--- src/rtl/flux_sched_pkg.sv ---
// Shared types and helpers for the round-robin flux scheduler.
package flux_sched_pkg;

    typedef enum logic [1:0] {
        IDLE = 2'd0,
        INIT = 2'd1,
        ARB  = 2'd2
    } state_t;

    // Burst counter must be able to hold the value BURST itself.
    function automatic int cnt_width(input int burst);
        return $clog2(burst + 1);
    endfunction

endpackage

--- src/rtl/flux_rr_pick.sv ---
// Combinational rotating-priority finder: keeps the current flux when the
// override is set, otherwise the first eligible flux at or after start.
module flux_rr_pick
    import flux_sched_pkg::*;
#(
    parameter int FLUX      = 2,
    parameter int TAG_WIDTH = $clog2(FLUX)
) (
    input  logic [FLUX-1:0]      elig,
    input  logic [TAG_WIDTH-1:0] start,
    input  logic                 keep,
    input  logic [TAG_WIDTH-1:0] keep_idx,
    output logic                 valid,
    output logic [TAG_WIDTH-1:0] idx
);

    // Walk start, start+1, ... so the lowest rotated offset wins; start-1 (== cur) is last.
    always_comb begin
        logic [TAG_WIDTH-1:0] pos_v;
        logic                 hit_v;
        pos_v = '0;
        hit_v = 1'b0;
        valid = keep;
        idx   = keep_idx;
        for (int k = 0; k < FLUX; k++) begin
            pos_v = TAG_WIDTH'((int'(start) + k) % FLUX);
            hit_v = elig[pos_v] && !valid;
            idx   = hit_v ? pos_v : idx;
            valid = valid | elig[pos_v];
        end
    end

endmodule

--- src/rtl/flux_rr_scheduler.sv ---
// Burst-limited round-robin flux scheduler with a post-reset RAM priming pass.
module flux_rr_scheduler
    import flux_sched_pkg::*;
#(
    parameter int FLUX      = 2,
    parameter int BURST     = 4,
    parameter int TAG_WIDTH = $clog2(FLUX)
) (
    input  logic                 clk,
    input  logic                 rst,
    input  logic [FLUX-1:0]      empty,
    input  logic [FLUX-1:0]      full,
    output logic [FLUX-1:0]      read,
    output logic                 write,
    output logic [TAG_WIDTH-1:0] tag,
    output logic                 mem_init_en,
    output logic [TAG_WIDTH-1:0] mem_init_addr,
    output logic                 init_done
);

    localparam int                   CW         = cnt_width(BURST);
    localparam logic [CW-1:0]        BURST_C    = CW'(BURST);
    localparam logic [TAG_WIDTH-1:0] LAST_C     = TAG_WIDTH'(FLUX - 1);
    localparam logic [FLUX-1:0]      ONE_HOT_C  = FLUX'(1);

    state_t               st_r, st_nxt_s;
    logic [TAG_WIDTH-1:0] idx_r, idx_nxt_s;
    logic [TAG_WIDTH-1:0] cur_r, cur_nxt_s;
    logic [CW-1:0]        cnt_r, cnt_nxt_s;
    logic [FLUX-1:0]      elig_s;
    logic [TAG_WIDTH-1:0] start_s;
    logic                 keep_s;
    logic                 pick_valid_s;
    logic [TAG_WIDTH-1:0] pick_idx_s;

    assign elig_s  = ~empty & ~full;
    assign keep_s  = elig_s[cur_r] && (cnt_r < BURST_C);
    assign start_s = (cur_r == LAST_C) ? '0 : cur_r + TAG_WIDTH'(1);

    flux_rr_pick #(
        .FLUX      (FLUX),
        .TAG_WIDTH (TAG_WIDTH)
    ) u_pick (
        .elig     (elig_s),
        .start    (start_s),
        .keep     (keep_s),
        .keep_idx (cur_r),
        .valid    (pick_valid_s),
        .idx      (pick_idx_s)
    );

    // State, priming index and burst bookkeeping registers.
    always_ff @(posedge clk or negedge rst) begin
        if (!rst) begin
            st_r  <= IDLE;
            idx_r <= '0;
            cur_r <= '0;
            cnt_r <= '0;
        end else begin
            st_r  <= st_nxt_s;
            idx_r <= idx_nxt_s;
            cur_r <= cur_nxt_s;
            cnt_r <= cnt_nxt_s;
        end
    end

    // Next-state and output decode; grant outputs are combinational for zero latency.
    always_comb begin
        st_nxt_s      = st_r;
        idx_nxt_s     = idx_r;
        cur_nxt_s     = cur_r;
        cnt_nxt_s     = cnt_r;
        read          = '0;
        write         = 1'b0;
        tag           = '0;
        mem_init_en   = 1'b0;
        mem_init_addr = '0;
        init_done     = 1'b0;
        case (st_r)
            IDLE: begin
                st_nxt_s  = INIT;
                idx_nxt_s = '0;
            end
            INIT: begin
                mem_init_en   = 1'b1;
                mem_init_addr = idx_r;
                if (idx_r == LAST_C) begin
                    st_nxt_s  = ARB;
                    idx_nxt_s = '0;
                end else begin
                    idx_nxt_s = idx_r + TAG_WIDTH'(1);
                end
            end
            ARB: begin
                init_done = 1'b1;
                if (pick_valid_s) begin
                    read  = ONE_HOT_C << pick_idx_s;
                    write = 1'b1;
                    tag   = pick_idx_s;
                    if (keep_s) begin
                        cnt_nxt_s = cnt_r + CW'(1);
                    end else begin
                        cur_nxt_s = pick_idx_s;
                        cnt_nxt_s = CW'(1);
                    end
                end else begin
                    cur_nxt_s = cur_r;
                    cnt_nxt_s = cnt_r;
                end
            end
            default: begin
                st_nxt_s  = IDLE;
                idx_nxt_s = '0;
            end
        endcase
    end

endmodule

--- config.mk ---
export PLATFORM = sky130hd
export DESIGN_NAME = flux_rr_scheduler
export DESIGN_NICKNAME = d
export VERILOG_FILES = /design/src/rtl/flux_sched_pkg.sv /design/src/rtl/flux_rr_pick.sv /design/src/rtl/flux_rr_scheduler.sv
export SDC_FILE = /design/constraint.sdc
export NUM_CORES = 1
export LEC_CHECK = 0
export BUFFER_PORTS_ARGS = -buffer_cell sky130_fd_sc_hd__buf_2
export CAP_MARGIN = 20
export CORE_AREA = 8 8 45 47
export CTS_BUF_LIST = sky130_fd_sc_hd__clkbuf_8
export CTS_CLUSTER_SIZE = 12
export DETAILED_ROUTE_END_ITERATION = 8
export DIE_AREA = 0 0 53 55
export PLACE_DENSITY = 0.6
export SYNTH_ARGS = -nofsm -noshare
export SYNTH_HDL_FRONTEND = slang
export SYNTH_SLANG_ARGS = --single-unit
--- constraint.sdc ---
create_clock -name clk -period 1.2 [get_ports clk]
set_input_delay 0.12 -clock clk [delete_from_list [all_inputs] [get_ports clk]]
set_output_delay 0.12 -clock clk [all_outputs]
set_load 0.02 [all_outputs]
==> impl_metrics.yaml <==
global_route:
  grt_max_degree: 8
  grt_pass1_vias: 378
  grt_pass1_wl_um: 1640
  grt.total_usage_pct: 7.59
  grt_overflow: 0
  antenna_found_initial: 0
floorplan:
  die_y_um: 55
  dieArea_mm2: 0.00292
  rows: 14
  ios: 13
  fp.coreArea_mm2: 0.00138
  die_w_um: 53
  start_util_pct: 30.2
power:
  seqPwrFrac_pct: 33.1
  power_frac_comb_pct: 32.3
  peakVddDrop_mv: 1.18
  power.share.clock_pct: 34.6
  fin_total_pwr_uw: 941
  p_sw_share_pct: 28.2
  p_leak_nw: 0.319
  switchingPower_uw: 266
  internal-power_uw: 676
  power.density_mw_per_mm2: 1420
worst_setup_path:
  cp-start-kind: "register"
  end_kind: "output port"
  crit_family: "flip-flops"
  worstPathRequired_ps: 1080
  cp.arrival_ps: 1260
  crit_buf_inv: 1
  critPathMaxStageDelay_ps: 400
  crit_chain: "xor2_1, o311a_1, buf_2"
  worst-path-max-fanout: 2
  crit_path_top_delay_cell: "dfrtp_2"
  crit_type: "register to output port"
cells_and_area:
  postLayoutCellArea_um2: 662
  nets: 67
  antennaDiodeCount: 0
  area.growth.synth_to_final_pct: 58.4
  layout.cells.non_filler: 75
  drive_gt1_share_pct: 67.8
detailed_routing:
  first_pass_iters: 4
  wl_met3_um: 46
  via_count: 365
  dr.max_layer_used: "met3"
  drtIter0Drc: 7
  wl_met1_um: 466
  wirelength_um: 1040
  drtAntennaViolNets: 0
  wl_met2_um: 524
  via_per_inst: 4.87
  drc_errors: 0
  wl_per_cell_um: 13.8
timing:
  final-setup-viol-count: 6
  skew_ps: 1.37
  hold_viol: 0
  rsz0062_at_grt: "true"
  layout_min_cycle_time_ps: 1380
  timing.final.ws_setup_ps: -185
  finalMaxSlewViolations: 0
  min_period_over_period_pct: 115
  fmax_ghz: 0.722
  relSlewSlack_pct: 71.1
  hold_slack_ps: 246
  worst_pin_slew_ps: 432
min_path:
  hold_class: "primary input to register"
synthesis:
  ys_top_cells_by_area: "dfrtp_1 42%, nor3b_1 5.4%, a21oi_1 4.8%"
  avgSynthCellArea_um2: 11.6
  ys_seq_area_share_pct: 41.9
  synth_cells: 36
  yosysTopAreaCell: "dfrtp_1"
  synth-seq-cells: 7
  synthesis.nets: 43
  syn_area_um2: 418
  yosysWarningCount: 0
  yosys.area.top_type_share_pct: 41.9
  yosysUniqueCellTypes: 24
clock_tree:
  cts_sinks: 7
  root_buffer: "clkbuf_8"
  clk_pin_slew_ps: 40
  cts_tree: "yes"
  cts_max_level: 1
  clock_latency_ps: 230
  clk_path_buf_depth: 2
  tritoncts.num_buffers: 3
placed_design:
  place_inst: 63
  place.port_buffers: 12
  place_congestion: 0.639
  postPlaceCellArea_um2: 487
  post-place-ws_ps: -6.52
flow_run:
  max_cap_viol_count: 0
run_status:
  violations: "setup timing"
  outcome: "finished with violations"
## power groups by stage
| stage | Combinational, mW | Sequential [mW] | Clock, mW |
|---|---|---|---|
| 2_1_floorplan | 0.194 | 0.309 | 0 |
| 3_3_place_gp | 0.226 | 0.320 | 0 |
| 3_5_place_dp | 0.231 | 0.318 | 0 |
| 4_1_cts | 0.259 | 0.311 | 0.329 |
| 5_1_grt | 0.330 | 0.320 | 0.350 |
| 6_report | 0.304 | 0.311 | 0.326 |
## worst min-delay path: cells and delay by family
| kind | cells | cell delay (ps) |
|---|---|---|
| compound gates | 3 | 210 |
| buf+inv | 1 | 100 |
## cells in the mapped netlist
library cell / count
dfrtp_1: 7
inv_2: 1
a22o_1: 2
ha_1: 1
nand2b_4: 1
nor3b_1: 3
mux2_2: 1
o22ai_1: 1
buf_4: 1
or2_1: 1
buf_6: 1
o311a_1: 1
nor2b_2: 1
xor2_1: 1
and2_4: 1
nor2_1: 1
a21oi_1: 4
nand2_1: 1
mux2_4: 1
a211oi_2: 1
a2bb2oi_2: 1
o21ai_2: 1
nor2_2: 1
clkinv_4: 1
## path summary, 6_finish.rpt
| kind | slack, ps | to | cells past startpoint | from |
|---|---|---|---|---|
| hold reg to reg | 490 | st_r[0] | 1 | idx_r |
| hold / removal | 250 | cur_r | 4 | full[1] |
| max in group asynchronous | 740 | cur_r | 2 | rst |
| setup reg to reg | 10 | cnt_r[2] | 5 | st_r[0] |
| setup / recovery | -180 | tag | 3 | cur_r |
| min in group asynchronous | 290 | idx_r | 2 | rst |
## sequential cells by signal, summed over array words and instances, names as in the netlist
| register | cells |
|---|---|
| cnt_r | 3 |
| cur_r | 1 |
| idx_r | 1 |
| st_r | 2 |
## per-layer routing
layer  track usage, %  vias to the layer above
met2             12.1                       12
met3             2.67                        0
li1                 -                      176
met4             3.88                        0
met1             8.82                      177
met5                0                        -
## cells by family (layout without fill, tap and decap cells)
kind of cell,count (synthesis),count (layout),share of synthesized area [%]
and+or+nand+nor,10,10,17.7
DFF,7,7,41.9
xor gates and xnor gates,1,1,2.10
muxes,2,2,6.29
buffers and inverters,4,27,7.49
adders and majority gates,1,1,2.99
AOI/OAI and AO/OA,11,11,21.6
## timing repair
action	in CTS	in global routing
endpoints found under the hold margin	7	0
setup buffers	4	3
gates resized for setup	11	7
hold buffers	1	0
pin swaps	1	0
setup endpoints to repair	5	6
## cells in the final DEF, fill, tap and decap left out, types with 2 or more instances in the layout
master    count
buf_6         5
buf_4         7
buf_2         8
dfrtp_2       2
nor3b_2       2
dfrtp_1       5
clkbuf_8      3
a22o_1        2
a21oi_1       4
## through the flow
step | TNS [ps] | util, %
2_1_floorplan | -115 | -
3_3_place_gp | 0 | 35.2
3_5_place_dp | -12.6 | 35.2
4_1_cts | -523 | 43.9
5_1_grt | -880 | 47.8
6_report | -511 | 47.8
## area by class of cell
type / count / area [um2]
clock inverter: 1 / 3.75
sequential: 7 / 178
clock buffer: 3 / 41.3
timing repair buffer: 21 / 159
multi-input combinational: 25 / 248
fill: 136 / 722
tap: 16 / 20.0
inverter: 2 / 12.5
(Power assumes the default switching activity.)
